--- src/rtl/tcm_arb_pkg.sv ---
// Shared types and constants for the two-port TCM arbiter.
package tcm_arb_pkg;

  localparam int unsigned TCM_ADDR_W = 13;
  localparam int unsigned TCM_DATA_W = 32;

  typedef enum logic {OWN_A, OWN_B} owner_e;

  typedef enum logic {ST_IDLE, ST_RD_HOLD} state_e;

endpackage

--- src/rtl/tcm_arb_starve_ctr.sv ---
// Saturating counter of consecutive cycles port B has waited without a grant.
module tcm_arb_starve_ctr #(
  parameter int unsigned MAX = 4,
  parameter int unsigned W   = $clog2(MAX + 1)
) (
  input  logic clk_i,
  input  logic rst_i,
  input  logic inc_i,
  input  logic clr_i,
  output logic sat_o
);

  logic [W-1:0] r_cnt;

  always_ff @(posedge clk_i) begin
    if (rst_i || clr_i) begin
      r_cnt <= '0;
    end else if (inc_i && (r_cnt != W'(MAX))) begin
      r_cnt <= r_cnt + 1'b1;
    end
  end

  assign sat_o = (r_cnt == W'(MAX));

endmodule

--- src/rtl/tcm_arbiter_2p.sv ---
// Shares the single-port TCM between the core data port (A) and the AXI/DMA
// path (B): fixed priority to A, starvation guard for B, 2-cycle read return.
module tcm_arbiter_2p
  import tcm_arb_pkg::*;
#(
  parameter int unsigned ADDR_W     = TCM_ADDR_W,
  parameter int unsigned STARVE_MAX = 4
) (
  input  logic                  clk_i,
  input  logic                  rst_i,
  input  logic                  a_req_i,
  input  logic                  a_we_i,
  input  logic [ADDR_W-1:0]     a_addr_i,
  input  logic [TCM_DATA_W-1:0] a_wdata_i,
  input  logic [3:0]            a_wstrb_i,
  output logic                  a_gnt_o,
  output logic                  a_rvalid_o,
  output logic [TCM_DATA_W-1:0] a_rdata_o,
  input  logic                  b_req_i,
  input  logic                  b_we_i,
  input  logic [ADDR_W-1:0]     b_addr_i,
  input  logic [TCM_DATA_W-1:0] b_wdata_i,
  input  logic [3:0]            b_wstrb_i,
  output logic                  b_gnt_o,
  output logic                  b_rvalid_o,
  output logic [TCM_DATA_W-1:0] b_rdata_o,
  output logic [ADDR_W-1:0]     mem_addr_o,
  output logic [TCM_DATA_W-1:0] mem_wdata_o,
  output logic [3:0]            mem_wstrb_o,
  output logic                  mem_we_o,
  input  logic [TCM_DATA_W-1:0] mem_rdata_i
);

  state_e            r_state;
  state_e            w_state_nxt;
  logic [ADDR_W-1:0] r_addr;
  logic              r_p0_v;
  owner_e            r_p0_own;
  logic              r_a_rvalid;
  logic              r_b_rvalid;
  logic              w_rd_gnt;
  owner_e            w_rd_own;
  logic              w_starve_sat;

  tcm_arb_starve_ctr #(
    .MAX (STARVE_MAX)
  ) u_starve (
    .clk_i (clk_i),
    .rst_i (rst_i),
    .inc_i (b_req_i && !b_gnt_o),
    .clr_i (!b_req_i || b_gnt_o),
    .sat_o (w_starve_sat)
  );

  // Grants are suppressed while reset is held so no access escapes to the TCM.
  always_comb begin
    w_state_nxt = r_state;
    a_gnt_o     = 1'b0;
    b_gnt_o     = 1'b0;
    mem_addr_o  = r_addr;
    mem_wdata_o = '0;
    mem_wstrb_o = '0;
    mem_we_o    = 1'b0;
    w_rd_gnt    = 1'b0;
    w_rd_own    = OWN_A;
    case (r_state)
      ST_IDLE: begin
        if (!rst_i) begin
          if (a_req_i && !(b_req_i && w_starve_sat)) begin
            a_gnt_o     = 1'b1;
            mem_addr_o  = a_addr_i;
            mem_wdata_o = a_wdata_i;
            mem_wstrb_o = a_wstrb_i;
            mem_we_o    = a_we_i;
            w_rd_gnt    = !a_we_i;
            w_rd_own    = OWN_A;
          end else if (b_req_i) begin
            b_gnt_o     = 1'b1;
            mem_addr_o  = b_addr_i;
            mem_wdata_o = b_wdata_i;
            mem_wstrb_o = b_wstrb_i;
            mem_we_o    = b_we_i;
            w_rd_gnt    = !b_we_i;
            w_rd_own    = OWN_B;
          end
          if (w_rd_gnt) w_state_nxt = ST_RD_HOLD;
        end
      end
      ST_RD_HOLD: w_state_nxt = ST_IDLE;
      default:    w_state_nxt = ST_IDLE;
    endcase
  end

  always_ff @(posedge clk_i) begin
    if (rst_i) begin
      r_state    <= ST_IDLE;
      r_addr     <= '0;
      r_p0_v     <= 1'b0;
      r_p0_own   <= OWN_A;
      r_a_rvalid <= 1'b0;
      r_b_rvalid <= 1'b0;
    end else begin
      r_state <= w_state_nxt;
      if (w_rd_gnt) r_addr <= mem_addr_o;
      r_p0_v     <= w_rd_gnt;
      r_p0_own   <= w_rd_own;
      r_a_rvalid <= r_p0_v && (r_p0_own == OWN_A);
      r_b_rvalid <= r_p0_v && (r_p0_own == OWN_B);
    end
  end

  assign a_rvalid_o = r_a_rvalid;
  assign b_rvalid_o = r_b_rvalid;
  assign a_rdata_o  = mem_rdata_i;
  assign b_rdata_o  = mem_rdata_i;

endmodule
--- config.mk ---
export PLATFORM = sky130hd
export DESIGN_NAME = tcm_arbiter_2p
export DESIGN_NICKNAME = d
export VERILOG_FILES = /design/src/rtl/tcm_arb_pkg.sv /design/src/rtl/tcm_arb_starve_ctr.sv /design/src/rtl/tcm_arbiter_2p.sv
export SDC_FILE = /design/constraint.sdc
export NUM_CORES = 1
export LEC_CHECK = 0
export ABC_AREA = 1
export BUFFER_PORTS_ARGS = -buffer_cell sky130_fd_sc_hd__buf_2
export CAP_MARGIN = 15
export CORE_AREA = 3 3 98 100
export CTS_CLUSTER_SIZE = 24
export DETAILED_ROUTE_END_ITERATION = 7
export DIE_AREA = 0 0 101 103
export GPL_TIMING_DRIVEN = 0
export PLACE_DENSITY = 0.74
export RECOVER_POWER = 100
export SYNTH_ARGS = -nofsm -noshare
export SYNTH_HDL_FRONTEND = slang
export SYNTH_SLANG_ARGS = --single-unit
--- constraint.sdc ---
create_clock -name clk_i -period 4.15 [get_ports clk_i]
set_input_delay 0.83 -clock clk_i [delete_from_list [all_inputs] [get_ports clk_i]]
set_output_delay 0.83 -clock clk_i [all_outputs]
set_load 0.02 [all_outputs]
# ---- Word level (Yosys, flattened, before mapping)
# Index checks and enable logic that the tools add are counted.
dict set report totals {
  reg_bits 21
  input_bits 136
  output_inout_bits 118
  elab_cells 57
}
dict set report op_classes {
  n_addsub 1
  eq_ne 2
  mux 31
  bitwise 2
  reduce_logical 14
}
# cell count
set op_table {}
lappend op_table {{32-bit two-way mux} 4}
lappend op_table {{13-bit two-way mux} 4}
lappend op_table {{1-bit two-way mux} 18}
lappend op_table {{4-bit two-way mux} 4}
lappend op_table {{1-bit logical AND} 6}
lappend op_table {{1-bit logical NOT} 5}
lappend op_table {{3-bit by 1-bit adder with 3-bit output, second input constant} 1}
lappend op_table {{3-bit equality test, second input constant} 1}
lappend op_table {{3-bit != test, second input constant} 1}
lappend op_table {{1-bit logical OR} 2}
lappend op_table {{1-bit inverter} 2}
lappend op_table {{1-bit one-hot mux with 2 select lines} 1}
lappend op_table {{2-bit OR reduction} 1}

# ---- Logic depth before layout (Yosys ltp)
dict set report logic_depth {
  ltp_word 10
  depth_mapped 10
  mapped_depth_nobuf 9
}

# ---- Modules after synthesis
# From an unflattened synthesis, not the netlist that was laid out.
dict set report hier_totals {
  hier_cells 418
  hier_area_um2 2372.3
}
# mod n_inst cells_each area_each_um2 seq_area_each_um2
set modules_own_cells {}
lappend modules_own_cells {tcm_arbiter_2p 1 391 2197.1 360.3}
lappend modules_own_cells {tcm_arb_starve_ctr 1 27 175.2 60.1}

# ---- Least setup slack after synthesis
# No wires, ideal clock.
dict set report synth_path {
  kind {in2out}
  startpoint {input port b_req_i}
  endpoint {output port mem_wdata_o[25]}
  t_arrival_ns 1.832
  required_time_ns 3.320
  slack_ns 1.488
  path_stages 7
  path_buffers 2
  cell_sequence {buf_4 inv_2 nor3_4 nand2_4 inv_4 buf_4 a22o_1}
}
dict set report synth_via {
  elab_chain_len 6
  elab_cells_between_ends 7
  cone_classes {4 x mux; 3 x reduce/logical}
}
# element line_no
set synth_lines {}
lappend synth_lines {{start, declared} tcm_arbiter_2p.sv:19} ;# input logic b_req_i,
lappend synth_lines {{1-bit logical AND} tcm_arbiter_2p.sv:69} ;# if (a_req_i && !(b_req_i && w_starve_sat)) begin
lappend synth_lines {{1-bit logical NOT} tcm_arbiter_2p.sv:69}
lappend synth_lines {{1-bit logical AND} tcm_arbiter_2p.sv:69}
lappend synth_lines {{32-bit two-way mux (*)} tcm_arbiter_2p.sv:69}
lappend synth_lines {{32-bit two-way mux (*)} tcm_arbiter_2p.sv:68} ;# if (!rst_i) begin
lappend synth_lines {{32-bit two-way mux (*)} tcm_arbiter_2p.sv:66} ;# case (r_state)
lappend synth_lines {{end, declared} tcm_arbiter_2p.sv:28} ;# output logic [TCM_DATA_W-1:0] mem_wdata_o,
# Every way passes the cells marked *; elsewhere a longest branch is shown, timed or not.

# ---- Worst setup path after layout
# Same ends and word-level chain as after synthesis.

==> impl_metrics.toml <==
[status]
outcome = "complete, no violations"

[global_route]
grt_max_degree = 12
grt_pass1_wl_mm = 12.70
track_usage_pct = 15.38
grt_pass1_vias = 2641
gr-total-overflow = 0
antenna_found_initial = 0

[worst_setup_path]
cp-end-kind = "output port"
slowest_stage = "nand3_1"
crit_buf_inv = 4
cp_max_fo = 10
max_stage_delay_ps = 400
arrival_ps = 2630
path_class = "input pin to output port"
required_ps = 3320
crit_family = "buffers and inverters"
start_kind = "input pin"
path_cells = "clkbuf_1, nand3_1, nand2_4, nand2_4, inv_4, buf_4, a22o_1, clkbuf_1"

[power_and_ir_drop]
sw_frac_of_total_pct = 40.61
p_clk_share_pct = 18.7
p_int_uw = 442.2
leakagePower_nw = 1.856
p_sw_uw = 302.4
power_density_nw_per_um2 = 218.6
ir_worst_vdd_mv = 0.1039
p_seq_share_pct = 29.2
combinationalPowerShare_pct = 52.2

[cells_and_area]
filler_cell_count = 963
seq_area_um2 = 420.4
drive_gt1_share_pct = 38.95
antenna_cells = 0
final_util_pct = 38.86
area_growth_pct = 47.06
num-nets-final = 691
multi_input_area_um2 = 1160

[synthesis]
synth_top_cells_by_count = "buf_4, nand2_1, nand3_1"
yosys_register_bits = 21
ys_warn_count = 0
synth.distinct_cells = 29
yosysSeqAreaShare_pct = 18.15
synthCells = 329
synth.most_common_cell = "buf_4"
synth_area_leaders = "buf_4, dfxtp_1, a22o_1"
syn_area_per_cell_um2 = 7.039
synth_top_cell_area_share_pct = 22.69
async_reset_ff_share_pct = 0
yosysTopAreaCell = "buf_4"
syn_area_um2 = 2316
synth_edf_count = 0
synth_ff_type = "dfxtp_1"
synthesis.nets = 467

[sta]
fin_skew_ps = 1.366
slew_headroom_pct = 62.07
worst-slew-pin-transition_ps = 568.9
timing.fmax_mhz = 289.0
setup-tns-final_ps = 0
hold_viol_final = 0
setup_viol = 0
min_period_ps = 3461
maxSlewViolCount = 0
period_share_pct = 83.39
grt_setup_unrepaired = "false"

[clock_network]
root_buffer = "clkbuf_8"
cts_sinks = 21
postCtsHoldBufs = 0
insertion_delay_ps = 270
postCtsSetupRepairBufs = 0
postCtsResizedCells = 0
cts_max_level = 1
cts_max_path_buffers = 2
tritoncts = "done"
cts-buffers-inserted = 3
clk_pin_slew_ps = 80

[floorplanning]
rows = 34
core_region_area_um2 = 8763
die-width_um = 101
dieArea_um2 = 10400
initial_core_util_pct = 26.43
pin_count = 254
die_h_um = 103

[placed_design]
routabilityCongestion = 0.7887
numPortBuffers = 219
dpl.hpwl_mm = 7.953

[drt]
num_vias = 2932
drc = 0
drt-total-wl_mm = 9.306
drtIter0Drc = 75
ant_nets = 0
firstDrtPassIters = 4
routedWlPerCell_um = 14.10
viasPerCell = 4.442

[job]
cap_violations = 0

[min_path]
min_path_type = "flop to flop"
layout make-up:
type,instances,share of cell area [%]
Sequential cell,21,12.34
Tap cell,108,3.968
Buffer,82,16.79
Timing Repair Buffer,219,28.80
Multi-Input combinational cell,202,34.06
Inverter,24,2.719
Clock buffer,4,1.323
layer usage:
layer  wire [um]  GRT usage (%)
met1        3396          17.91
met4         170          5.828
met3         906          2.909
met5           0              0
met2        4833          27.90
power by group through the flow:
stage          Sequential (mW)  Combinational (mW)  Clock [mW]
6_report                 0.217               0.388       0.139
5_1_grt                  0.218               0.421       0.147
4_1_cts                  0.218               0.413       0.140
3_5_place_dp             0.222               0.412           0
3_3_place_gp             0.222               0.405           0
2_1_floorplan            0.222               0.266           0
placed cells by master (no fill, tap or decap):
cell      count
buf_2       131
clkbuf_1    102
buf_4        69
nand2_1      51
nand3_1      44
a22o_1       36
inv_1        23
dfxtp_1      21
nor2_1       16
a21oi_1      15
and2_1       13
or2_1         5
or2_0         5
or2_2         3
clkbuf_8      3
nand2_4       2
nand4_1       2
a21oi_2       2
ha_1          2
nor2_4        1
o21ai_2       1
nor3_1        1
inv_4         1
nand3b_2      1
nand4_2       1
xor2_1        1
cells by family after synthesis:
logic type / after synthesis / share of synthesized area (%)
AOI/OAI and AO/OA: 54 / 18.96
buffers and inverters: 106 / 29.66
DFF: 21 / 18.15
and+or+nand+nor: 145 / 31.77
adders and majority gates: 2 / 1.080
xor gates and xnor gates: 1 / 0.3782
path summary, 6_finish.rpt:
kind                     end  slack [ps]  cells past startpoint               from
min               a_rvalid_o         420                      1           r_p0_own
max reg2reg       r_addr[12]        1950                     10  u_starve.r_cnt[0]
max          mem_wdata_o[25]         690                      8            b_req_i
min reg2reg       a_rvalid_o         420                      1           r_p0_own
stage by stage:
stage                     instance area (um2)  hold slack, ps  setup slack [ps]  std cells  power, mW
after floorplan                          2316           389.8              1488        329     0.4880
after global placement                   3547           401.1              1164        656     0.6271
after detailed placement                 3547           408.2              1134        656     0.6342
after CTS                                3592           418.8              1132        660     0.7703
after global routing                     3406           427.0             513.8        660     0.7871
final                                    3406           421.0             689.2        660     0.7446
registers in the layout, indices dropped and copies added, names as in the netlist:
signal,count
a_rvalid_o,1
r_p0_v,1
r_addr,13
b_rvalid_o,1
r_p0_own,1
u_starve.r_cnt,3
r_state,1
Note: power is estimated with default switching activity, not from simulation.
